===== config.mk =====
export PLATFORM = sky130hd
export DESIGN_NAME = gf2m_word_sequencer
export DESIGN_NICKNAME = d
export VERILOG_FILES = /design/src/rtl/gf2m_word_sequencer_pkg.sv /design/src/rtl/gf2m_word_sequencer.sv
export SDC_FILE = /design/constraint.sdc
export NUM_CORES = 1
export LEC_CHECK = 0
export CAP_MARGIN = 10
export CORE_MARGIN = 5
export CORE_UTILIZATION = 50
export CTS_CLUSTER_SIZE = 14
export DETAILED_ROUTE_END_ITERATION = 7
export PLACE_DENSITY = 0.83
export SYNTH_ARGS = -nofsm -noshare
export SYNTH_HDL_FRONTEND = slang
export SYNTH_SLANG_ARGS = --single-unit
export TNS_END_PERCENT = 10

===== constraint.sdc =====
create_clock -name clk -period 2.1 [get_ports clk]
set_input_delay 0.315 -clock clk [delete_from_list [all_inputs] [get_ports clk]]
set_output_delay 0.315 -clock clk [all_outputs]
set_load 0.05 [all_outputs]

===== src/rtl/gf2m_word_sequencer_pkg.sv =====
// Shared constants, size-derivation helpers and state encoding for the
// GF(2^M) operand word sequencer.
package gf2m_word_sequencer_pkg;

  localparam int W         = 64;
  localparam int MASK_W    = 8;
  localparam int M_DEFAULT = 163;

  // Number of W-bit words needed to hold an M-bit operand.
  function automatic int calc_nw(input int m);
    return (m + W - 1) / W;
  endfunction

  // Padding bits below the operand LSB in the last word (0..W-1).
  function automatic int calc_pad(input int m);
    return calc_nw(m) * W - m;
  endfunction

  typedef enum logic {
    IDLE = 1'b0,
    SEND = 1'b1
  } state_t;

endpackage


===== src/rtl/gf2m_word_sequencer.sv =====
// Streams one left-justified GF(2^M) operand MSB-word-first over valid/ready,
// tagging the final word with the padding-bit clear count for the masking stage.
module gf2m_word_sequencer
  import gf2m_word_sequencer_pkg::*;
#(
  parameter int M = M_DEFAULT
) (
  input  logic                      clk,
  input  logic                      rst_n,
  input  logic                      load_valid,
  output logic                      load_ready,
  input  logic [calc_nw(M)*W-1:0]   load_data,
  output logic                      word_valid,
  input  logic                      word_ready,
  output logic [W-1:0]              word_data,
  output logic [MASK_W-1:0]         word_mask,
  output logic                      word_last,
  output logic [MASK_W-1:0]         word_idx
);

  localparam int NW = calc_nw(M);
  localparam int PAD = calc_pad(M);
  localparam int SW = NW * W;
  localparam logic [MASK_W-1:0] LAST_IDX = MASK_W'(NW - 1);
  localparam logic [MASK_W-1:0] PAD_CNT  = MASK_W'(PAD);

  state_t              state_q, state_d;
  logic [SW-1:0]       shift_q, shift_d;
  logic [SW-1:0]       shifted;
  logic [MASK_W-1:0]   cnt_q, cnt_d;
  logic                load_ready_q, load_ready_d;
  logic                word_valid_q, word_valid_d;
  logic                word_last_q, word_last_d;
  logic [MASK_W-1:0]   word_mask_q, word_mask_d;

  assign shifted = shift_q << W;

  // NOTE: every variable gets its hold value first so no path through the
  // case leaves one unassigned, which would otherwise infer a latch.
  always_comb begin
    state_d      = state_q;
    shift_d      = shift_q;
    cnt_d        = cnt_q;
    load_ready_d = load_ready_q;
    word_valid_d = word_valid_q;
    word_last_d  = word_last_q;
    word_mask_d  = word_mask_q;

    unique case (state_q)
      IDLE: begin
        load_ready_d = 1'b1;
        if (load_valid && load_ready_q) begin
          state_d      = SEND;
          shift_d      = load_data;
          cnt_d        = '0;
          load_ready_d = 1'b0;
          word_valid_d = 1'b1;
          word_last_d  = (cnt_d == LAST_IDX);
          word_mask_d  = word_last_d ? PAD_CNT : '0;
        end
      end
      SEND: begin
        if (word_valid_q && word_ready) begin
          if (word_last_q) begin
            state_d      = IDLE;
            word_valid_d = 1'b0;
            word_last_d  = 1'b0;
            word_mask_d  = '0;
            load_ready_d = 1'b1;
          end else begin
            shift_d     = shifted;
            cnt_d       = cnt_q + 8'd1;
            word_last_d = (cnt_d == LAST_IDX);
            word_mask_d = word_last_d ? PAD_CNT : '0;
          end
        end
      end
    endcase
  end

  // NOTE: the shift register is reset along with the control state so that
  // word_data reads as zero out of reset; it is a single register, not a RAM.
  always_ff @(posedge clk) begin
    if (!rst_n) begin
      state_q      <= IDLE;
      shift_q      <= '0;
      cnt_q        <= '0;
      load_ready_q <= 1'b0;
      word_valid_q <= 1'b0;
      word_last_q  <= 1'b0;
      word_mask_q  <= '0;
    end else begin
      state_q      <= state_d;
      shift_q      <= shift_d;
      cnt_q        <= cnt_d;
      load_ready_q <= load_ready_d;
      word_valid_q <= word_valid_d;
      word_last_q  <= word_last_d;
      word_mask_q  <= word_mask_d;
    end
  end

  assign load_ready = load_ready_q;
  assign word_valid = word_valid_q;
  assign word_data  = shift_q[SW-1 -: W];
  assign word_mask  = word_mask_q;
  assign word_last  = word_last_q;
  assign word_idx   = cnt_q;

endmodule

==> results.md, run 1 <==
* Die Width at 149 um
* Min cycle time layout at 2010 ps
* Synth unique cells at 30
* Largest family of logic cells by synthesized area: compound AO/OA/AOI/OAI gates
* Initial antenna violation count at 0
* Placement row count at 51
* GPL Wtd Cong at just under 0.8
* First drt pass iteration count at 5
* Worst setup path endpoint: word_data[19]
* Final Skew at 10.6 ps
* Crit path cell chain: clkdlybuf4s50_1
* Worst Tran Pin Value at a little under 700 ps
* Area Overhead vs Synth at 32.9%
* Crit path DAT at 1700 ps
* Initial Utilization at 50.4%
* Top-count cell post-synth: dfxtp_1
* Fraction of synthesized area in multiplexers at between 10% and 20%
* CTS H-tree lvls at 1
* Rel. slew slack at 55.0%
* LEAKAGE at 0.00598 uW
* Reg clk slew, reported paths at 60 ps
* Net count, final at between 1000 and 1500
* Final ANT Viol Nets at 0
* Worst setup EP type: primary output
* CP Launch Type: register
* CP startpoint: shift_q[147]
* Status: finished clean
* EDFF count, synth at 0
* Wire length of the first global-routing pass at ~39000 um
* Worst Path Max Fanout at 2
* Complex-gate fraction of the synthesized area at approximately 17%
* Cell at the slowest stage of the critical path: clkdlybuf4s50_1
* Kind of cell adding the most delay to the critical path: buffers and inverters
* DIE AREA at between 20000 and 25000 um^2
* Register area share after synthesis at 42.0%
* PD cells at 806 nW/um^2
* R2R depth at 5
* N_diodes at 0
* Slew Limit Fails at 0
* Clock sinks at 204
* Crit path depth at 1
* Number of top-level pins at 279
* Post-DP HPWL at 16400 um
* CTS Buffer Depth at 3
* Commonest cells post-synth: dfxtp_1 (204), nand2_1 (133), o211a_1 (129)
* Critical R2R Capture: shift_q[13]
* Hold_sp: rst_n
* Drc violations at 0
* Final hold violation count at 0
* FF+latch count, synth at 204
* CTS tree: built
* Hold Buf Count CTS at 0
* Port Buffers at between 200 and 300
* Crit-path max cell delay at 830 ps
* Fill cell count at 1557
* Via count at around 7600
* CORE AREA at 19300 um^2
* CP Class: register to primary output
* Synth top area cells: dfxtp_1 (42%), o211a_1 (13%), mux2i_1 (13%)
* Yosys top cell by area: dfxtp_1
* Syn Area/Cell at 9.71 um^2
* Synth warn at 0
* Largest net degree at the start of global routing at slightly above 90
* Via density at between 5 and 6
* F_max at 0.497 GHz
* Synth Area in Adders at 0.257%
* Xor/xnor share of the synthesized area at less than 1%
* TNS Setup at 0 ps
* Vias in the first global route at 7650
* MaxCap Viol Count at 0
* Die height at approximately 150 um
* WP buf/inv at 1
* Root buf cell: clkbuf_16
* Ys async rst share at 0%
* Total gr overflow at 0
* VDD IR max at 0.493 mV
* Period Utilization, post-route at 95.7%
* Initial drt markers at around 260
* Setup repair after global routing missed its margin: false
* Fin util at between 60% and 70%
* Post-Synthesis Cells at 1001
* Synth Flop Type: dfxtp_1
* R2R Setup Slk at 450 ps
* Simple-gate share of the synthesized area at 16.4%
* Worst skew pair latency at about 490 ps
* Layout cells sized above 1 at between 6 and 7%
* Final Setup Violations at 0
* Synth top area share at 42.0%
* CP Data Required Time at 1780 ps
* TritonCTS buffer count at 23
* Synthesized area at just under 10000 um^2
* Total track usage at a little over a fifth
* Routed WL at 24600 um
* Worst r2r src: state_q
* Routed WL per cell at 17.0 um
* Class of the worst hold path: input pin to register
-- cells by family (layout without fill, tap and decap cells) --
kind of cell / Yosys count / after routing
DFF: 204 / 204
adders and majority gates: 2 / 2
buffers and inverters: 162 / 340
xor gates and xnor gates: 6 / 6
AOI/OAI and AO/OA: 205 / 205
muxes: 128 / 128
other: 1 / 4
and+or+nand+nor: 293 / 293
-- power by group --
group | leakage [uW] | internal (uW) | total, uW | switching, uW
Clock | 0.000370 | 2430 | 3960 | 1530
Combinational | 0.00394 | 1020 | 2120 | 1100
Sequential | 0.00167 | 4160 | 4330 | 169
Total | 0.00598 | 7610 | 10400 | 2800
-- routing by layer --
layer  up-vias  part of all wire, %  GRT usage (%)  routed length (um)
met5         -                    0              0                   0
met4         0                  2.9           6.32                 704
met3        49                  7.5           6.00                1850
met2       206                   47           36.3               11700
met1      3568                   42           25.5               10400
li1       3780                    -              -                   -
-- worst min path at each step --
| stage | end | slack (ps) | cells past startpoint |
|---|---|---|---|
| detailed placement | shift_q[145] | 490 | 1 |
| CTS | shift_q[80] | 150 | 2 |
| global placement | shift_q[132] | 480 | 1 |
| global route | shift_q[145] | 180 | 2 |
| floorplan | shift_q[100] | 470 | 1 |
| finish | shift_q[142] | 180 | 2 |
-- metrics by stage --
step / power (uW) / instance area (um^2) / cells / hold slack [ps] / worst slack (ps)
after floorplan: 5860 / 9730 / 1004 / 472 / 337
after global placement: 6480 / 12200 / 1407 / 479 / 132
after detailed placement: 6530 / 12200 / 1407 / 485 / 101
after CTS: 10500 / 12900 / 1447 / 152 / 15.6
after global routing: 10900 / 12900 / 1447 / 176 / 44.3
final: 10400 / 12900 / 1447 / 183 / 89.8
-- flip-flops by register name, summed over array words and instances, names as in the netlist --
register / count
word_valid: 1
load_ready: 1
shift_q: 192
state_q: 1
word_idx: 8
word_mask: 1
-- layout make-up --
cell class	count	area [um^2]	area share, %
multi-input combinational	638	4660	36.1
timing repair buffer	299	3090	23.9
tap	265	332	2.57
inverter	1	3.75	0.0291
clock inverter	6	80.1	0.620
clock buffer	34	667	5.16
sequential	204	4090	31.7
-- cell usage in the layout (no fill, tap or decap) --
master,netlist,routed
buf_12,0,14
conb_1,1,4
nand4b_4,1,1
nand3_1,11,11
a21boi_1,1,1
a21boi_0,2,2
buf_6,5,1
bufinv_16,0,2
a21oi_1,66,66
and3_1,4,4
clkbuf_16,0,23
xnor2_1,2,2
clkbuf_8,0,5
xor2_1,4,4
nand2_4,0,1
clkinv_2,0,4
nand4_1,2,2
clkdlybuf4s50_1,0,258
o211a_1,129,129
dfxtp_4,0,1
nor3_1,1,1
buf_4,79,19
inv_1,1,1
o21ai_0,6,6
nand3b_4,1,1
nor2_1,2,2
o21ai_1,1,1
dfxtp_1,204,203
mux2i_1,128,128
or3b_2,1,1
and2_1,6,5
nand2_1,133,132
dlygate4sd2_1,0,5
clkbuf_1,30,6
ha_1,2,2
dlymetal6s2s_1,0,2
nor2b_1,66,66
nor3b_1,65,65
and2_2,0,1
-- what timing repair did --
item / CTS / global route
resized for setup: 5 / 2
buffers inserted: 0 / 0
endpoints found under the setup margin: 5 / 2
No activity file was read; power rests on OpenSTA's default activity.
==> run 2, diff against run 1 <==
GPL_TIMING_DRIVEN = 0   (was not set)
==> run 2 against run 1 <==
Compared with the run above:
- first-iteration DRC count increased by 50%
- clock skew decreased by 0.91 ps
- final area increased by 5.3%
- global-route usage increased by 3.8 points
- routed wire length increased by 18%
- critical path depth increased by 1
- clock power increased by 17%
- setup slack got worse by 46 ps
- die area unchanged
- sequential power about the same
- worst hold slack improved by 240 ps
- register-to-register slack got worse by 190 ps
- critical endpoint is now word_data[36]
- highest routed layer unchanged
==> results.md, run 2 (synthesis gave the netlist of run 1 again) <==
* CORE AREA at 19300 um^2 (unchanged)
* Highest routed layer: met4 (unchanged)
* Placement row count at 51 (unchanged)
* Clock sinks at 204 (unchanged)
* DIE AREA at 22300 um^2 (unchanged)
* VDD IR max at 0.592 mV (was 0.493 mV)
* Hold Buf Count CTS at 0 (unchanged)
* Worst Path Max Fanout at 2 (unchanged)
* Final ANT Viol Nets at 0 (unchanged)
* Class of the worst hold path: input pin to register (unchanged)
* Via density at 5.27 (was 5.25)
* R2R depth at 6 (was 5)
* Status: finished clean (unchanged)
* Via count at 8340 (was 7603)
* Max reg flops at 192 (unchanged)
* Routed WL at 29000 um (was 24600 um)
* CTS H-tree lvls at 1 (unchanged)
* LEAKAGE at 0.00666 uW (was 0.00598 uW)
* TritonCTS buffer count at 23 (unchanged)
* Fin Hold WS at 422 ps (was 183 ps)
* Crit-path max cell delay at 790 ps (was 830 ps)
* Wire length of the first global-routing pass at 44400 um (was 38700 um)
* Critical R2R Capture: shift_q[64] (was shift_q[13])
* PD cells at 829 nW/um^2 (was 806 nW/um^2)
* Routed WL per cell at 18.3 um (was 17.0 um)
* Initial antenna violation count at 0 (unchanged)
* TNS Setup at 0 ps (unchanged)
* Min cycle time layout at 2060 ps (was 2010 ps)
* Area Overhead vs Synth at 39.9% (was 32.9%)
* Final Skew at 9.72 ps (was 10.6 ps)
* Reg clk slew, reported paths at 60 ps (about the same)
* Worst setup path endpoint: word_data[36] (was word_data[19])
* Final WS setup at 44.0 ps (was 89.8 ps)
* Total gr overflow at 0 (unchanged)
* Post-DP HPWL at 21400 um (was 16400 um)
* Period Utilization, post-route at 97.9% (was 95.7%)
* Final Setup Violations at 0 (unchanged)
* Setup repair after global routing missed its margin: false (unchanged)
* Final hold violation count at 0 (unchanged)
* First drt pass iteration count at 6 (was 5)
* Worst Tran Pin Value at 719 ps (was 675 ps)
* Initial Utilization at 50.4% (unchanged)
* Post-CTS setup buffers at 0 (unchanged)
* Area after DPL at 12800 um^2 (was 12200 um^2)
* MaxCap Viol Count at 0 (unchanged)
* N_diodes at 0 (unchanged)
* Port Buffers at 273 (was 274)
* CP Class: register to primary output (unchanged)
* CTS tree: built (unchanged)
* Rel. slew slack at 52.1% (was 55.0%)
* Pre-CTS setup slack at -139 ps (was 101 ps)
* CTS Buffer Depth at 3 (unchanged)
* CP Launch Type: register (unchanged)
* Layout cells sized above 1 at 15.3% (was 6.26%)
* Root buf cell: clkbuf_16 (unchanged)
* Die height at 149 um (unchanged)
* GPL Wtd Cong at 0.843 (was 0.784)
* Commonest cells after routing, fill and taps aside: clkdlybuf4s50_1 (228), dfxtp_1 (203), nand2_1 (133), o211a_1 (129), mux2i_1 (128) (was clkdlybuf4s50_1 (258), dfxtp_1 (203), nand2_1 (132), o211a_1 (129), mux2i_1 (128))
* Fin util at 70.5% (was 67.0%)
* Total track usage at 24.8% (was 21.0%)
* Net count, final at 1500 (was 1365)
* Metal3 WL at 2200 um (was 1850 um)
* CP Data Required Time at 1780 ps (about the same)
* F_max at 0.486 GHz (was 0.497 GHz)
* Die Width at 149 um (unchanged)
* Cell at the slowest stage of the critical path: clkdlybuf4s50_1 (unchanged)
* Worst skew pair latency at 510 ps (was 490 ps)
* Worst r2r src: word_mask[3] (was state_q)
* Drc violations at 0 (unchanged)
* R2R Setup Slk at 260 ps (was 450 ps)
* Slew Limit Fails at 0 (unchanged)
* Design area at 13600 um^2 (was 12900 um^2)
* Vias in the first global route at 8479 (was 7650)
* DRT met1 WL at 11900 um (was 10400 um)
* Number of top-level pins at 279 (unchanged)
* Initial drt markers at 388 (was 258)
* CP startpoint: shift_q[164] (was shift_q[147])
* Largest Register: shift_q (unchanged)
* Crit path cell chain: buf_4 > clkdlybuf4s50_1 (was clkdlybuf4s50_1)
* Crit path DAT at 1740 ps (was 1700 ps)
* Most common cell after layout, fill and taps aside: clkdlybuf4s50_1 (unchanged)
* Fill cell count at 1548 (was 1557)
* Worst setup EP type: primary output (unchanged)
* Largest net degree at the start of global routing at 14 (was 91)
* Routed wl met2 at 14100 um (was 11700 um)
-- run 2: cell type report --
cell class              instances  area, um^2  area share [%]
plain buffers                 161         995            7.32
clock buffers                  28         624            4.59
clock inverters                13         248            1.82
inverters                       1        3.75          0.0276
multi-input cells             638        4650            34.2
flip-flops and latches        204        4090            30.1
well taps                     265         332            2.44
repair buffers                273        2660            19.6
-- run 2: per-stage QoR --
| stage | std cells | power, uW |
|---|---|---|
| finish | 1583 | 11300 |
| global route | 1583 | 11700 |
| CTS | 1583 | 11400 |
| detailed placement | 1542 | 6750 |
| global placement | 1542 | 6700 |
| floorplan | 1004 | 5860 |
-- run 2: critical path: cells and delay by family (launching register included) --
kind | cells | cell delay [ps]
buf+inv | 2 | 900
flops | 1 | 330
-- run 2: worst min path at each step --
stage	from	to	slack, ps	depth (start not counted)
finish	rst_n	shift_q[5]	420	3
global route	rst_n	shift_q[13]	430	3
CTS	rst_n	shift_q[2]	400	3
detailed placement	shift_q[165]	shift_q[165]	490	1
global placement	shift_q[101]	shift_q[101]	480	1
floorplan	shift_q[100]	shift_q[100]	470	1
-- run 2: what timing repair did --
item | 4_1_cts | 5_1_grt
gates resized for setup | 15 | 31
pin swaps | 0 | 0
setup endpoints to repair | 14 | 31
-- run 2: layer usage --
metal | up-vias | global-route usage, %
met5 | - | 0
met4 | 0 | 6.59
met3 | 56 | 6.97
met2 | 257 | 43.0
met1 | 3979 | 30.4
li1 | 4048 | -
-- run 2: power breakdown --
group          leakage, uW  total (uW)  internal [uW]  switching, uW
Combinational      0.00456        2330           1120           1210
Sequential         0.00167        4320           4160            161
Clock             0.000431        4620           2980           1640
